[config.mk]
export PLATFORM = sky130hd
export DESIGN_NAME = sram_access_arbiter
export DESIGN_NICKNAME = d
export VERILOG_FILES = /design/src/rtl/sram_access_arbiter.sv
export SDC_FILE = /design/constraint.sdc
export NUM_CORES = 1
export LEC_CHECK = 0
export BUFFER_PORTS_ARGS = -buffer_cell sky130_fd_sc_hd__buf_4
export CAP_MARGIN = 20
export CORE_MARGIN = 2
export CORE_UTILIZATION = 47
export DETAILED_ROUTE_END_ITERATION = 12
export GPL_TIMING_DRIVEN = 1
export PLACE_DENSITY = 0.8
export SLEW_MARGIN = 0
export SYNTH_ARGS = -nofsm -noshare
export SYNTH_HDL_FRONTEND = slang
export SYNTH_SLANG_ARGS = --single-unit
[constraint.sdc]
create_clock -name i_clk -period 1.9 [get_ports i_clk]
set_clock_uncertainty 0.2 [all_clocks]
set_input_delay 0.095 -clock i_clk [delete_from_list [all_inputs] [get_ports i_clk]]
set_output_delay 0.095 -clock i_clk [all_outputs]
set_load 0.02 [all_outputs]
[src/rtl/sram_access_arbiter.sv]
// Two-port req/done arbiter in front of one asynchronous 16-bit SRAM.
// Optional build macro SRAM_ARB_FIXED_PRIO_EN: port 0 strict priority.
module sram_access_arbiter #(
  parameter int ADDR_W        = 20,
  parameter int DATA_W        = 16,
  parameter int ACCESS_CYCLES = 2
) (
  input  logic              i_clk,
  input  logic              i_rst_n,
  input  logic              i_req0,
  input  logic              i_we_n0,
  input  logic [ADDR_W-1:0] i_addr0,
  input  logic [DATA_W-1:0] i_wdata0,
  output logic              o_done0,
  output logic [DATA_W-1:0] o_rdata0,
  input  logic              i_req1,
  input  logic              i_we_n1,
  input  logic [ADDR_W-1:0] i_addr1,
  input  logic [DATA_W-1:0] i_wdata1,
  output logic              o_done1,
  output logic [DATA_W-1:0] o_rdata1,
  output logic [ADDR_W-1:0] o_sram_addr,
  output logic              o_sram_ce_n,
  output logic              o_sram_oe_n,
  output logic              o_sram_we_n,
  output logic [DATA_W-1:0] o_sram_wdata,
  output logic              o_sram_wdata_oe,
  input  logic [DATA_W-1:0] i_sram_rdata,
  output logic              o_busy
);

  typedef enum logic [1:0] {
    IDLE,
    ACCESS,
    DONE
  } state_t;

  localparam logic [3:0] CNT_LAST = 4'(ACCESS_CYCLES - 1);
  localparam logic [3:0] WE_LAST  = 4'(ACCESS_CYCLES - 2);

  state_t      state;
  logic [3:0]  cnt;
  logic        sel;
  logic        op_rd;
  logic        pick;
  logic        g_we_n;
  logic [ADDR_W-1:0] g_addr;
  logic [DATA_W-1:0] g_wdata;

`ifndef SRAM_ARB_FIXED_PRIO_EN
  logic        last;
`endif

  // Choose which requester would win a grant this cycle
  always_comb begin
    pick = 1'b0;
`ifdef SRAM_ARB_FIXED_PRIO_EN
    pick = ~i_req0;
`else
    if (i_req0 && i_req1)
      pick = ~last;
    else
      pick = i_req1;
`endif
  end

  // Steer the winning port's request fields
  always_comb begin
    g_we_n  = pick ? i_we_n1  : i_we_n0;
    g_addr  = pick ? i_addr1  : i_addr0;
    g_wdata = pick ? i_wdata1 : i_wdata0;
  end

  // Access sequencer with registered SRAM strobes and port responses
  always_ff @(posedge i_clk or negedge i_rst_n) begin
    if (!i_rst_n) begin
      state           <= IDLE;
      cnt             <= '0;
      sel             <= 1'b0;
      op_rd           <= 1'b1;
`ifndef SRAM_ARB_FIXED_PRIO_EN
      last            <= 1'b1;
`endif
      o_sram_addr     <= '0;
      o_sram_wdata    <= '0;
      o_sram_ce_n     <= 1'b1;
      o_sram_oe_n     <= 1'b1;
      o_sram_we_n     <= 1'b1;
      o_sram_wdata_oe <= 1'b0;
      o_rdata0        <= '0;
      o_rdata1        <= '0;
      o_done0         <= 1'b0;
      o_done1         <= 1'b0;
      o_busy          <= 1'b0;
    end else begin
      o_done0 <= 1'b0;
      o_done1 <= 1'b0;
      unique case (state)
        IDLE: begin
          if (i_req0 || i_req1) begin
            sel             <= pick;
`ifndef SRAM_ARB_FIXED_PRIO_EN
            last            <= pick;
`endif
            op_rd           <= g_we_n;
            o_sram_addr     <= g_addr;
            o_sram_wdata    <= g_wdata;
            o_sram_ce_n     <= 1'b0;
            o_sram_oe_n     <= ~g_we_n;
            o_sram_we_n     <= g_we_n;
            o_sram_wdata_oe <= ~g_we_n;
            o_busy          <= 1'b1;
            cnt             <= '0;
            state           <= ACCESS;
          end
        end
        ACCESS: begin
          if (cnt == CNT_LAST) begin
            o_sram_ce_n     <= 1'b1;
            o_sram_oe_n     <= 1'b1;
            o_sram_we_n     <= 1'b1;
            o_sram_wdata_oe <= 1'b0;
            if (op_rd) begin
              if (sel)
                o_rdata1 <= i_sram_rdata;
              else
                o_rdata0 <= i_sram_rdata;
            end
            o_done0 <= ~sel;
            o_done1 <= sel;
            o_busy  <= 1'b0;
            state   <= DONE;
          end else begin
            cnt <= cnt + 4'd1;
            // Raise we_n one cycle early so addr/data hold past it
            if (cnt == WE_LAST)
              o_sram_we_n <= 1'b1;
          end
        end
        DONE: begin
          state <= IDLE;
        end
        default: begin
          state <= IDLE;
        end
      endcase
    end
  end

endmodule

---- After elaboration in Yosys (flattened, before gate mapping) ----
Index checks and enable logic that the tools add are counted.
operators by class
  add/subtract/negate cells ............... 1
  reductions and logical operators ........ 12
  multiplexer cells ....................... 27
  eq/ne operators ......................... 6
  bitwise logic cells ..................... 3
operators with widths
  kind                                           count
  2-to-1 mux 20 bit                              1
  2-to-1 mux 16 bit                              1
  2-to-1 mux 1 bit                               14
  case mux 1 bit (2 select lines)                5
  AND reduction 3 bit                            3
  2-to-1 mux 4 bit                               2
  case mux 4 bit (2 select lines)                1
  AND reduction 4 bit                            2
  inequality test 2 bit, second input constant   3
  adder 4 x 1 -> 4 bit, second input constant    1
  == test 4 x 1 -> 1 bit, second input constant  1
  logical NOT 4 bit                              1
  2-to-1 mux 2 bit                               2
  case mux 2 bit (2 select lines)                1
  AND reduction 2 bit                            2
  inequality test 3 bit, second input constant   1
  NOT 1 bit                                      3
  == test 2 x 1 -> 1 bit, second input constant  1
  logical NOT 2 bit                              1
  nonzero test 2 bit                             1
  logical AND 1 bit                              1
  logical OR 1 bit                               1
storage, ports and cells
  input port bits ......................... 94
  register bits after elaboration ......... 84

---- Logic depth before layout (Yosys ltp) ----
  depth after elaboration ................. 6
  gate-level depth with buffers ........... 7
  depth with buffers taken out ............ 6

---- Worst setup path after synthesis ----
No wires, ideal clock.
  path kind ............................... reg-to-reg
  start point ............................. register cnt[1]
  end point ............................... register o_rdata0[0]
  path buffers ............................ 1
  library setup time ...................... 0.125 ns
  clock period less this slack ............ 1.750 ns
  setup slack ............................. 0.150 ns
  data arrival time ....................... 1.424 ns
  stages on the path, launching flop included .. 8
  data required time ...................... 1.575 ns
  path through ............................ dfrtp_1 > inv_1 > ha_1 > nand3_4 > clkinv_2 > nand3b_4 > buf_6 > mux2_4
between the ends
  word-level cells in the longest chain between the ends .. 2
RTL lines
  item                                  line  source
  from (decl)                           42    logic [3:0] cnt;
  from (signal assigned)                134   cnt <= cnt + 4'd1;
  == test 4 x 1 -> 1 bit                118   if (cnt == CNT_LAST) begin
  AND reduction 4 bit (no source line)  n/a
  to (signal assigned)                  127   o_rdata0 <= i_sram_rdata;
  to (decl)                             15    output logic [DATA_W-1:0] o_rdata0,
Every way passes these cells.
A chain may end at the register's enable or synchronous reset.

---- Worst setup path in the final report ----
  start point ............................. register cnt[1]
  end point ............................... register o_rdata0[13]
Same word-level chain as after synthesis.

==> metrics.txt <==
Layout Nets 650; n_diodes 0; Synth Flop Type dfrtp_1; crit path cell chain inv_1 -> ha_2 -> nand3_4 -> clkinv_2 -> nand3b_4 -> buf_12 -> mux2_4; CP max-delay cell dfrtp_1; crit-path max cell delay 0.41 ns; register bit total from synthesis 84; Antenna Violating Nets Remaining 0; worst skew pair latency 0.34 ns; setup TNS 0 ns; antenna violations before repair 0; root buf cell clkbuf_8; Placeable Area 7610 um^2; Clock transition at path regs 0.08 ns; Cell Pwr Density 1530 nW/um^2; Row Count 32; clk sinks 84; routed wire length 11,500 um; post-synthesis sequential area ratio 0.578; top cells by area, synth dfrtp_1, mux2i_1, mux2_4; Tmin final 1.82 ns; CTS max path bufs 2; multi-input gate area in the final layout 1460 um^2; Vias 3,345; PortBufs 168; final setup fails 0; DP Worst Slack -0.0222 ns; peak supply drop 0.668 mV; layout cells sized above 1 0.434; Reg2Reg Setup Slack 0.08 ns; Post-synth EDFFs 0; total CTS buffers 9; die area 8480 um^2; area fraction of the dominant cell type after synthesis 0.542; CTS tree yes; asr flop ratio synth 1.00; Register Area 2110 um^2; HPWL Detailed 6360 um; setup ws final 0.0817 ns; max-cap viol count 0; post-route cell area 6290 um^2; Fillers 402; unrepaired setup endpoints after global routing false; number of global-route vias before repair 3,614; Post-synth top cells dfrtp_1, nand2_1, mux2i_1; reg2reg end o_rdata0[13]$_DFFE_PN0P_; initial core utilization 0.479; worst-margin pin slew 0.505 ns; area leader, netlist dfrtp_1; cell with the most instances after synthesis dfrtp_1; CP Data Arrival Time 1.84 ns; crit start category flop; max-slew violations 0; largest family of logic cells by synthesized area multiplexers; Hold EP cnt[3]$_DFFE_PN0P_; Yosys cell types 34; Hold Startpoint i_req1; Post-Synth Simple-Gate Area 0.0779; Worst setup EP type flop; fmax 550 MHz; Total Routing Usage GR 0.277; synth-to-layout area growth 72.5%; Final period util 0.957; Slew headroom 0.663; global-route wire length before repair 18,100 um; Worst R2R Start cnt[1]$_DFFE_PN0P_; Die Wd 92.1 um; Worst Path Required 1.93 ns; largest net degree at the start of global routing 55; Cells after Synth 285; vias per cell 5.07; I/O pin count 169; Avg WL per Cell 17.5 um; Worst Hold Depth 3; Die Y 92.1 um; Power Total 9.63 mW; synth warn 0; worst r2r path cells 7; Compound-Gate Fraction of Synth Area 0.0772; min-delay worst type primary input to flop; Syn Std Cell Area 3640 um^2; First-pass DRT Iterations 4; final hold vios 0; drt drc 0; placed instance area 5050 um^2; Synth Area in Adders 0.0103; global route overflow 0; H-tree depth 3; 1st-iter DRT viols 123; Final GP Congestion 0.754; critical path fanouts, max 16; XOR/XNOR Fraction of Synth Area 0.00240; outcome completed; syn avg cell area 12.8 um^2; critical path type flop to flop; mux cell area share after synthesis 0.224; Pleak 3.11 nW; Net Count, Synth 382
-- sequential cells by signal, summed over array words and instances (netlist names) --
| name | cells |
|---|---|
| cnt | 4 |
| last | 1 |
| o_busy | 1 |
| o_done0 | 1 |
| o_done1 | 1 |
| o_rdata0 | 16 |
| o_rdata1 | 16 |
| o_sram_addr | 20 |
| o_sram_ce_n | 1 |
| o_sram_oe_n | 1 |
| o_sram_wdata | 16 |
| o_sram_wdata_oe | 1 |
| o_sram_we_n | 1 |
| op_rd | 1 |
| sel | 1 |
| state | 2 |
-- cells in the final DEF (no fill, tap or decap), types with 10 or more instances in the layout --
cell / instances
buf_4: 173
mux2i_1: 38
mux2_4: 20
dfrtp_1: 79
clkbuf_8: 10
nand2_1: 45
dlygate4sd3_1: 93
o21ai_0: 36
mux2_2: 12
-- kinds of logic (layout without fill, tap and decap cells) --
group | after synthesis | after routing
AOI/OAI and AO/OA | 51 | 51
xor gates and xnor gates | 1 | 1
adders and majority gates | 3 | 3
buffers and inverters | 18 | 291
DFF | 84 | 84
muxes | 70 | 70
and+or+nand+nor | 58 | 58
-- critical path, delay by kind of cell, from the launching register on --
family,cells,cell delay [ns]
flops,1,0.41
buf+inv,3,0.39
mux,1,0.30
simple gates,2,0.18
fa+ha+maj,1,0.23
-- power breakdown --
part           switching [mW]  internal [mW]  total [mW]
Combinational            2.51           2.28        4.79
Clock                   0.634          0.909        1.54
Sequential              0.594           2.70        3.29
Total                    3.74           5.89        9.63
-- final cells by class --
type / instances / area share
clock buffer: 10 / 0.0219
tap: 102 / 0.0203
timing repair buffer: 271 / 0.371
clock inverter: 6 / 0.0177
sequential: 84 / 0.335
multi-input combinational: 183 / 0.231
inverter: 4 / 0.00259
-- worst max path at each step --
| stage | slack [ns] | end | start | cells after the start |
|---|---|---|---|---|
| floorplan | 0.15 | o_rdata0[0]$_DFFE_PN0P_ | cnt[1]$_DFFE_PN0P_ | 7 |
| global route | 0.02 | o_rdata1[13]$_DFFE_PN0P_ | cnt[1]$_DFFE_PN0P_ | 7 |
| global placement | 0.07 | o_rdata1[7]$_DFFE_PN0P_ | cnt[1]$_DFFE_PN0P_ | 6 |
| detailed placement | -0.02 | o_rdata0[13]$_DFFE_PN0P_ | cnt[1]$_DFFE_PN0P_ | 6 |
| finish | 0.08 | o_rdata0[13]$_DFFE_PN0P_ | cnt[1]$_DFFE_PN0P_ | 7 |
| CTS | 0.06 | o_sram_oe_n$_DFFE_PN1P_ | cnt[1]$_DFFE_PN0P_ | 5 |
-- metal layers --
metal,routed length [um],GRT usage,part of all wire
met2,5640,0.454,0.49
met3,1010,0.0789,0.087
met4,235,0.103,0.020
met5,0,0,0
met1,4660,0.350,0.40
-- through the flow --
| step | hold slack [ns] | cells | util |
|---|---|---|---|
| detailed placement | -0.0942 | 547 | 0.663 |
| finish | 0.0151 | 660 | 0.826 |
| CTS | 0.00363 | 659 | 0.825 |
| global route | 0.0210 | 660 | 0.826 |
| global placement | -0.104 | 547 | 0.663 |
| floorplan | -0.401 | 285 | - |
-- repair_timing --
action,CTS,global route
buffers inserted,3,1
setup endpoints to repair,23,24
gates resized for setup,0,3
pin swaps,0,0
hold buffers,93,0
hold endpoints to repair,157,0
Note: power is estimated with default switching activity, not from simulation.
